`config.mk`:
```
export PLATFORM = sky130hd
export DESIGN_NAME = mac_count6_tc
export DESIGN_NICKNAME = d
export VERILOG_FILES = /design/src/rtl/mac_count6_tc.sv
export SDC_FILE = /design/constraint.sdc
export NUM_CORES = 1
export LEC_CHECK = 0
export CORE_UTILIZATION = 37
export DETAILED_ROUTE_END_ITERATION = 8
export HOLD_SLACK_MARGIN = 0.15
export PLACE_DENSITY = 0.73
export REMOVE_ABC_BUFFERS = 1
export SLEW_MARGIN = 25
export SYNTH_ARGS = -nofsm -noshare
export SYNTH_HDL_FRONTEND = slang
export SYNTH_SLANG_ARGS = --single-unit
```
`constraint.sdc`:
```
create_clock -name CLK -period 1.3 [get_ports CLK]
set_input_delay 0.325 -clock CLK [delete_from_list [all_inputs] [get_ports CLK]]
set_output_delay 0.325 -clock CLK [all_outputs]
set_load 0.01 [all_outputs]
```
`src/rtl/mac_count6_tc.sv`:
```
// 6-bit loadable up-counter with IDLE/RUN/HALT control, terminal count and carry pulse.
// Optional reload register on wrap: define MAC_COUNT6_RELOAD_EN.
module mac_count6_tc (
  input  logic       CLK,
  input  logic       RESET,
  input  logic [5:0] D,
  input  logic       LD,
  input  logic       WR,
  input  logic       CE,
  input  logic       ONESHOT,
  output logic [5:0] Q,
  output logic       TC,
  output logic       CO,
  output logic       BUSY
);

  typedef enum logic [1:0] {IDLE = 2'd0, RUN = 2'd1, HALT = 2'd2} state_t;

  state_t     state, state_nxt;
  logic [5:0] q_nxt;
  logic [5:0] wrap_val;
  logic       wrap;

  assign TC   = &Q;
  assign BUSY = (state == RUN);
  // LD outranks CE, so a load at terminal count is not a wrap.
  assign wrap = BUSY & CE & TC & ~LD;

`ifdef MAC_COUNT6_RELOAD_EN
  logic [5:0] rl;

  always_ff @(posedge CLK or posedge RESET) begin
    if (RESET)   rl <= '0;
    else if (WR) rl <= D;
  end

  assign wrap_val = rl;
`else
  logic unused_wr;

  assign unused_wr = WR;
  assign wrap_val  = '0;
`endif

  always_ff @(posedge CLK or posedge RESET) begin
    if (RESET) begin
      state <= IDLE;
      Q     <= '0;
      CO    <= 1'b0;
    end else begin
      state <= state_nxt;
      Q     <= q_nxt;
      CO    <= wrap;
    end
  end

  always_comb begin
    state_nxt = state;
    q_nxt     = Q;
    case (state)
      IDLE, HALT: begin
        if (LD) begin
          state_nxt = RUN;
          q_nxt     = D;
        end
      end
      RUN: begin
        if (LD) begin
          q_nxt = D;
        end else if (wrap) begin
          // One-shot parks at 63; free-run restarts from the wrap value.
          if (ONESHOT) state_nxt = HALT;
          else         q_nxt     = wrap_val;
        end else if (CE) begin
          q_nxt = Q + 6'd1;
        end
      end
      default: state_nxt = IDLE;
    endcase
  end

endmodule

```
## Word level (Yosys, flattened, before mapping)

Cells that the tools add are included.

- Flip-flop bits (word level): 9
- Bits in latches: 0
- Memory bits (writable): 0
- Bits in read-only memories: 0
- Bits of input ports: 12
- Output and inout port bits: 9
- Word-level logic and storage cells: 33
- Memories kept: 0

- Add/sub/neg operators: 1
- Multiply operators: 0
- Div/mod/pow operators: 0
- Magnitude comparators: 0
- Eq/ne operators: 8
- Shift-type cells: 0
- Mux-type cells: 11
- Bitwise operators: 4
- Reductions and logical operators: 6

Operators with widths:

| kind | count |
|---|---|
| 2-to-1 mux 6 bit | 5 |
| one-hot mux 6 bit (2 select lines) | 1 |
| 2-to-1 mux 2 bit | 4 |
| AND reduction 4 bit | 2 |
| adder 6 x 1 -> 6 bit, second input constant | 1 |
| inequality test 2 bit, second input constant | 3 |
| AND reduction 6 bit | 1 |
| inequality test 4 x 3 -> 1 bit, second input constant | 1 |
| inequality test 4 bit, second input constant | 1 |
| one-hot mux 2 bit (2 select lines) | 1 |
| AND 1 bit | 3 |
| == test 2 x 1 -> 1 bit, second input constant | 1 |
| == test 2 bit, second input constant | 1 |
| zero test 2 bit | 1 |
| inequality test 2 x 1 -> 1 bit, second input constant | 1 |
| nonzero test 2 bit | 1 |
| OR reduction 2 bit | 1 |
| NOT 1 bit | 1 |

## Logic depth before layout (Yosys ltp)

Gate-level depths: netlist of the first run.

- Word-level depth: 7
- Gate-level depth with buffers: 6
- Depth with buffers taken out: 5

## Worst setup path after synthesis of the first run

No wires, ideal clock.

- Path kind: reg-to-reg
- Start: register Q[1]
- End: register Q[3]
- Library setup time: 0.082 ns
- Arrival: 1.325 ns
- Required time: 1.218 ns
- Path slack: -0.107 ns
- Stages on the path, launching flop included: 7
- Path buffers: 1
- Period minus slack after synthesis: 1.407 ns
- Cells stage by stage: dfrtp_1 -> ha_1 -> nand3_1 -> o211ai_1 -> buf_2 -> a21oi_1 -> o22ai_1

- Cells in the longest elaborated chain, start to end: 6
- Elaborated cells on any way between the ends: 11
- Those cells by class: add/sub (1); eq/ne (2); mux (4); bitwise (2); reduce/logical (2)

Ends and longest elaborated chain:

| element | RTL line | RTL |
|---|---|---|
| start, declared | 11 | `output logic [5:0] Q,` |
| start signal, assigned | 52 | `Q <= q_nxt;` |
| parallel branches: the longest is 6 deep, another holds adder 6 x 1 -> 6 bit | - |  |

Parallel ways; which one is timed is not known. The select of a mux whose other input is x is not followed.
A chain may end at the register's enable or synchronous reset.

## Worst setup path after layout of the first run

- Start: register Q[1]
- End: output port TC

- Cells in the longest elaborated chain, start to end: 1

Ends and longest elaborated chain:

| element | RTL line | RTL |
|---|---|---|
| AND reduction 6 bit | 24 | `assign TC = &Q;` |
| end, declared | 12 | `output logic TC,` |

No other way between the ends.

==> impl_metrics.py, run 1 <==
metrics = {
    "status": {
        "status": "complete, but fails checks",
        "violations": "negative setup slack",
    },
    "cts": {
        "clk_latency_ns": 0.26,
        "htreeDepth": 1,
        "cts_root_buf": "clkbuf_4",
        "tritoncts": "done",
        "cts.path.max_buffers": 2,
        "numCtsBuffers": 3,
        "path_clk_slew_ns": 0.08,
        "cts.sinks": 9,
    },
    "placed_design": {
        "place_hpwl_mm": 1.06,
        "pre_cts_ws_ns": -0.517,
        "io_buffer_count": 19,
        "dpl_cell_area_sq_um": 853,
        "place_congestion": 0.809,
        "dp_cells": 108,
    },
    "yosys": {
        "synth_area_leaders": "dfrtp_1, a21oi_1, o211ai_1, nand3_1, o21ai_0",
        "synth_edf_count": 0,
        "synth_area_sq_um": 533,
        "synth-async-reset-ratio_pct": 100,
        "ys_ff_latch": 9,
        "synth.largest_area_cell": "dfrtp_1",
        "synthTopCellsByCount": "dfrtp_1, a21oi_1, nand2_1, nand3_1, o21ai_0",
        "synth_top_area_share_pct": 42.3,
        "yosysWarnings": 0,
        "synth_area_per_cell_sq_um": 9.03,
        "synthDistinctLibCells": 30,
        "synth_cells": 59,
        "synthFlopType": "dfrtp_1",
        "ys_seq_area_share_pct": 42.3,
        "synth.most_common_cell": "dfrtp_1",
    },
    "finish": {
        "nets": 118,
        "fin_util_pct": 73.0,
        "syn2layout_area_growth_pct": 80.5,
        "stdcell_count": 119,
        "fillerInstances": 101,
        "final_cell_area_sq_um": 962,
        "num_antenna_cells": 0,
        "drive_gt1_share_pct": 45.2,
    },
    "sta": {
        "fin_skew_ns": 0.00963,
        "fin_crit_ns": 1.49,
        "finalHoldViolations": 0,
        "rsz0062_at_grt": "true",
        "worst_pin_slew_ns": 0.381,
        "fmax_mhz": 672,
        "whs_ns": 0.326,
        "fin_ws_ns": -0.187,
        "setup_violations": 9,
        "setup_tns_ns": -1.28,
        "maxSlewHeadroom_pct": 74.6,
        "final_max_slew_viol_count": 0,
        "period_share_pct": 114,
    },
    "global_routing": {
        "grt_pass1_vias": 625,
        "gr-total-overflow": 0,
        "grt_max_degree": 10,
        "grt_pass1_wl_mm": 2.68,
        "grt_usage_pct": 25.4,
        "antenna_found_initial": 0,
    },
    "die": {
        "core-area_sq_um": 1320,
        "die_area_sq_um": 1600,
        "io_pins": 21,
        "die_x_um": 40.0,
        "start_util_pct": 40.5,
        "fp-row-count": 13,
        "die_h_um": 40.0,
    },
    "worst_setup_path": {
        "cp_data_arrival_time_ns": 1.16,
        "critPathCaptureType": "output port",
        "startpoint_type": "flip-flop",
        "critPathKind": "flip-flop to output port",
        "reg2reg_to": "Q[1]",
        "endpoint": "TC",
        "crit_path_cell_trace": "ha_2 -> nand3_2 -> nor2_2 -> buf_2",
        "reg2reg_slack_ns": -0.19,
        "worstPathRequired_ns": 0.98,
        "slowest_delay_ns": 0.37,
        "cp-startpoint": "Q[1]",
        "r2r-start": "Q[1]",
        "cp_max_fo": 2,
        "crit_path_top_delay_cell": "dfrtp_1",
        "r2r_cells": 7,
    },
    "hold_path": {
        "hp-class": "input port to async pin",
    },
    "pwr": {
        "ir_drop_mv": 0.990,
        "p_int_mw": 1.12,
        "swShare_pct": 38.9,
        "leakage_nw": 0.444,
        "pwr-share-seq_pct": 24.7,
        "power_mw": 1.83,
        "switchingPower_mw": 0.711,
        "clkPwrFrac_pct": 12.5,
        "combPwrFrac_pct": 62.9,
        "powerDensity_nw_per_um2": 1900,
    },
    "routing": {
        "routed_wl_mm": 1.80,
        "ant_nets": 0,
        "drt_first_iter_violations": 36,
        "vias": 675,
        "drtPass1Iterations": 6,
        "via_per_inst": 5.67,
        "drc": 0,
        "routedWlPerCell_um": 15.1,
    },
    "run": {
        "maxCapViolCount": 0,
    },
}
## timing repair
action / in CTS / in global routing
resized for setup: 47 / 5
cloned: 2 / 0
hold buffers: 0 / 0
setup endpoints to repair: 16 / 13
pin swaps: 8 / 6
buffers inserted: 3 / 2
## registers in the layout, summed over array words and instances (netlist names)
name   flops
Q          6
state      2
CO         1
## layer usage
metal	wire length, um	vias up	global-route usage [%]
li1	-	310	-
met1	713	314	30.4
met2	900	43	46.4
met3	115	8	5.00
met4	66	0	5.17
met5	0	-	0
## worst min-delay path by stage
stage                      from   end  slack, ns  cells after the start
final                     RESET  Q[2]       0.33                      2
after global routing      RESET  Q[2]       0.36                      2
after CTS                 RESET  Q[2]       0.33                      2
after detailed placement   Q[5]  Q[5]       0.60                      3
after global placement     Q[1]  Q[1]       0.58                      3
after floorplan           RESET    CO       0.15                      1
## area by class of cell
cell class                      instances  area (sq um)  share of cell area [%]
Tap cell                               15          18.8                    1.95
Clock inverter                          1          5.00                   0.520
Inverter                                3          11.3                    1.17
Multi-Input combinational cell         45           334                    34.7
Clock buffer                            3          22.5                    2.34
Sequential cell                         9           225                    23.4
Timing Repair Buffer                   43           345                    35.9
## power groups by stage
stage                     registers (mW)  clock network, mW  logic [mW]
final                              0.451              0.227        1.15
after global routing               0.466              0.257        1.24
after CTS                          0.447              0.233        1.02
after detailed placement           0.444                  0       0.980
after global placement             0.443                  0       0.964
after floorplan                    0.548                  0       0.305
## worst max-delay path: cells and delay by family, from the launching register on
kind	cells	cell delay [ns]
DFF	1	0.37
and+or+nand+nor	2	0.19
adders and majority gates	1	0.19
buffers and inverters	1	0.14
## cells in the final DEF, fill, tap and decap left out, drive strengths merged, types with 2 or more instances in the layout
| master | instances |
|---|---|
| dlygate4sd2 | 2 |
| a21oi | 6 |
| nor2 | 2 |
| nor3b | 2 |
| inv | 3 |
| buf | 31 |
| o21ai | 6 |
| nor3 | 2 |
| o21a | 2 |
| clkdlybuf4s50 | 9 |
| o211ai | 3 |
| clkbuf | 3 |
| nand3 | 4 |
| nand2 | 4 |
| dfrtp | 9 |
## logic make-up after synthesis
| logic type | after synthesis | synth area share (%) |
|---|---|---|
| AO/OA/AOI/OAI | 21 | 23.9 |
| adder cells (fa/ha/maj) | 1 | 2.35 |
| buffers and inverters | 5 | 5.16 |
| flip-flops | 9 | 42.3 |
| AND/OR/NAND/NOR | 23 | 26.3 |
Power figures use the tool's default switching activity.
==> run 2, diff against run 1 <==
--- a/config.mk
+++ b/config.mk
@@ -5,10 +5,11 @@
 export SDC_FILE = /design/constraint.sdc
 export NUM_CORES = 1
 export LEC_CHECK = 0
-export CORE_UTILIZATION = 37
+export ABC_AREA = 1
+export CORE_UTILIZATION = 40
 export DETAILED_ROUTE_END_ITERATION = 8
 export HOLD_SLACK_MARGIN = 0.15
-export PLACE_DENSITY = 0.73
+export PLACE_DENSITY = 0.74
 export REMOVE_ABC_BUFFERS = 1
 export SLEW_MARGIN = 25
 export SYNTH_ARGS = -nofsm -noshare
==> impl_metrics.py, run 2 <==
metrics = {
    "yosys": {
        "yosysWarnings": 0,
        "synth_xor_area_share_pct": 2.71,
        "synth.most_common_cell": "nand2_1",
        "synth_cells": 92,
        "ys_ff_latch": 9,
        "synth_top_family_by_area": "simple AND/OR/NAND/NOR gates",
        "synth_area_per_cell_sq_um": 7.02,
        "synth-async-reset-ratio_pct": 100,
        "synthTopCellsByCount": "nand2_1, inv_1, dfrtp_1",
        "ys_seq_area_share_pct": 34.9,
        "synth_fa_ha_area_share_pct": 1.94,
        "synth_area_leaders": "dfrtp_1, nand2_1, inv_1, nand3_4, nor2_4",
        "synthFlopType": "dfrtp_1",
        "synthMuxAreaShare_pct": 0,
        "synth-simple-area-share_pct": 47.7,
        "synth_top_area_share_pct": 34.9,
        "synthDistinctLibCells": 20,
        "synth_edf_count": 0,
        "synth.largest_area_cell": "dfrtp_1",
        "synth-compound-area-share_pct": 5.23,
        "synth_area_sq_um": 646,
    },
    "die": {
        "fp-row-count": 14,
        "core-area_sq_um": 1510,
        "die_x_um": 42.2,
        "io_pins": 21,
        "die_area_sq_um": 1780,
        "die_h_um": 42.2,
        "start_util_pct": 42.9,
    },
    "global_routing": {
        "gr-total-overflow": 0,
        "grt_usage_pct": 21.6,
        "antenna_found_initial": 0,
        "grt_pass1_vias": 735,
        "grt_pass1_wl_mm": 2.90,
        "grt_max_degree": 10,
    },
    "routing": {
        "ant_nets": 0,
        "routedWlPerCell_um": 11.7,
        "drtPass1Iterations": 4,
        "vias": 735,
        "routed_wl_mm": 1.79,
        "via_per_inst": 4.80,
        "drt_first_iter_violations": 11,
        "drc": 0,
    },
    "hold_path": {
        "hp-class": "input port to async pin",
    },
    "status": {
        "status": "complete, but fails checks",
        "violations": "negative setup slack",
    },
    "pwr": {
        "p_int_mw": 1.12,
        "leakage_nw": 0.571,
        "combPwrFrac_pct": 65.1,
        "ir_drop_mv": 1.14,
        "powerDensity_nw_per_um2": 1780,
        "swShare_pct": 41.4,
        "clkPwrFrac_pct": 11.7,
        "pwr-share-seq_pct": 23.2,
        "switchingPower_mw": 0.790,
        "power_mw": 1.91,
    },
    "worst_setup_path": {
        "critPathCaptureType": "output port",
        "cp_num_buf_inv": 1,
        "crit_path_cell_trace": "ha_2 -> nand3_4 -> nor2_4 -> buf_6",
        "cp_data_arrival_time_ns": 1.16,
        "worstPathRequired_ns": 0.98,
        "cp_max_fo": 2,
        "critPathKind": "flip-flop to output port",
        "slowest_delay_ns": 0.37,
        "startpoint_type": "flip-flop",
        "crit_path_top_delay_cell": "dfrtp_1",
        "crit_family": "flip-flops",
    },
    "sta": {
        "period_share_pct": 114,
        "final_max_slew_viol_count": 0,
        "fmax_mhz": 674,
        "maxSlewHeadroom_pct": 74.0,
        "fin_ws_ns": -0.184,
        "fin_skew_ns": 0.000906,
        "rsz0062_at_grt": "true",
        "fin_crit_ns": 1.48,
        "finalHoldViolations": 0,
        "whs_ns": 0.359,
        "setup_tns_ns": -1.01,
        "setup_violations": 11,
        "worst_pin_slew_ns": 0.390,
    },
    "run": {
        "maxCapViolCount": 0,
    },
    "finish": {
        "layout_commonest_cell": "nand2_1",
        "reg.largest.list": "Q x6, state x2, CO x1",
        "nets": 151,
        "regArea_sq_um": 225,
        "drive_gt1_share_pct": 38.0,
        "num_antenna_cells": 0,
        "multi_input_area_sq_um": 395,
        "fin_util_pct": 71.1,
        "mostFrequentLayoutCells": "nand2_1, buf_4, clkdlybuf4s50_1",
        "syn2layout_area_growth_pct": 65.9,
        "fillerInstances": 135,
        "largest_reg_flops": 6,
        "regMostFlops": "Q",
    },
    "cts": {
        "cts_root_buf": "clkbuf_4",
        "cts.path.max_buffers": 2,
        "cts.sinks": 9,
        "numCtsBuffers": 3,
        "clk_latency_ns": 0.26,
        "htreeDepth": 1,
        "path_clk_slew_ns": 0.06,
        "tritoncts": "done",
    },
    "placed_design": {
        "place_hpwl_mm": 1.22,
        "io_buffer_count": 19,
        "place_congestion": 0.793,
        "pre_cts_ws_ns": -0.306,
    },
}
run 2: metal layers:
layer | up-vias | track usage (%) | wire length [um]
met5 | - | 0 | 0
met4 | 0 | 14.4 | 17
met3 | 4 | 2.59 | 103
met2 | 22 | 37.2 | 930
met1 | 341 | 24.7 | 735
li1 | 368 | - | -
run 2: layout make-up:
| class | instances | area share [%] |
|---|---|---|
| clock buffers | 4 | 2.45 |
| inverters | 13 | 4.56 |
| multi-input cells | 70 | 36.9 |
| flip-flops and latches | 9 | 21.0 |
| well taps | 16 | 1.87 |
| repair buffers | 41 | 33.2 |
run 2: worst register-to-register path: cells and delay by family, from the launching register on:
family / cells / cell delay, ns
adder cells (fa/ha/maj): 1 / 0.21
AND/OR/NAND/NOR: 6 / 0.40
buffers and inverters: 2 / 0.29
flip-flops: 1 / 0.37
AO/OA/AOI/OAI: 1 / 0.05
run 2: path summary, 6_finish.rpt:
path	from	to	slack [ns]	cells after the start
min reg2reg	Q[4]	Q[4]	0.61	3
min	RESET	CO	0.36	2
max	Q[0]	TC	-0.18	4
max in group asynchronous	RESET	Q[4]	0.67	2
max reg2reg	Q[0]	Q[4]	-0.13	10
min in group CLK	Q[4]	Q[4]	0.61	3
run 2: kinds of logic (layout without fill, tap and decap cells):
kind of cell               count (synthesis)  in the layout
AOI/OAI and AO/OA                          5              5
xor gates and xnor gates                   2              2
adders and majority gates                  1              1
buffers and inverters                     13             58
DFF                                        9              9
and+or+nand+nor                           62             62
run 2: power by group through the flow:
stage	logic (mW)	registers, mW	clock network [mW]
6_report	1.24	0.443	0.223
5_1_grt	1.35	0.447	0.253
4_1_cts	1.18	0.439	0.229
3_5_place_dp	1.13	0.448	0
3_3_place_gp	1.11	0.442	0
2_1_floorplan	0.442	0.565	0
run 2: through the flow:
| step | area (sq um) | instances |
|---|---|---|
| floorplan | 646 | 92 |
| global placement | 996 | 144 |
| detailed placement | 996 | 144 |
| CTS | 1050 | 153 |
| global route | 1070 | 153 |
| finish | 1070 | 153 |
run 2: what timing repair did:
action,4_1_cts,5_1_grt
hold buffers,0,0
setup endpoints to repair,16,11
pin swaps,5,7
resized for setup,40,7
buffers inserted,5,2
==> run 3, diff against run 2 <==
--- a/config.mk
+++ b/config.mk
@@ -6,9 +6,9 @@
 export NUM_CORES = 1
 export LEC_CHECK = 0
 export ABC_AREA = 1
+export ABC_CLOCK_PERIOD_IN_PS = 1300
 export CORE_UTILIZATION = 40
 export DETAILED_ROUTE_END_ITERATION = 8
-export HOLD_SLACK_MARGIN = 0.15
 export PLACE_DENSITY = 0.74
 export REMOVE_ABC_BUFFERS = 1
 export SLEW_MARGIN = 25
==> results of run 3 <==
Final layout, timing and power as in run 2 (identical DEF).
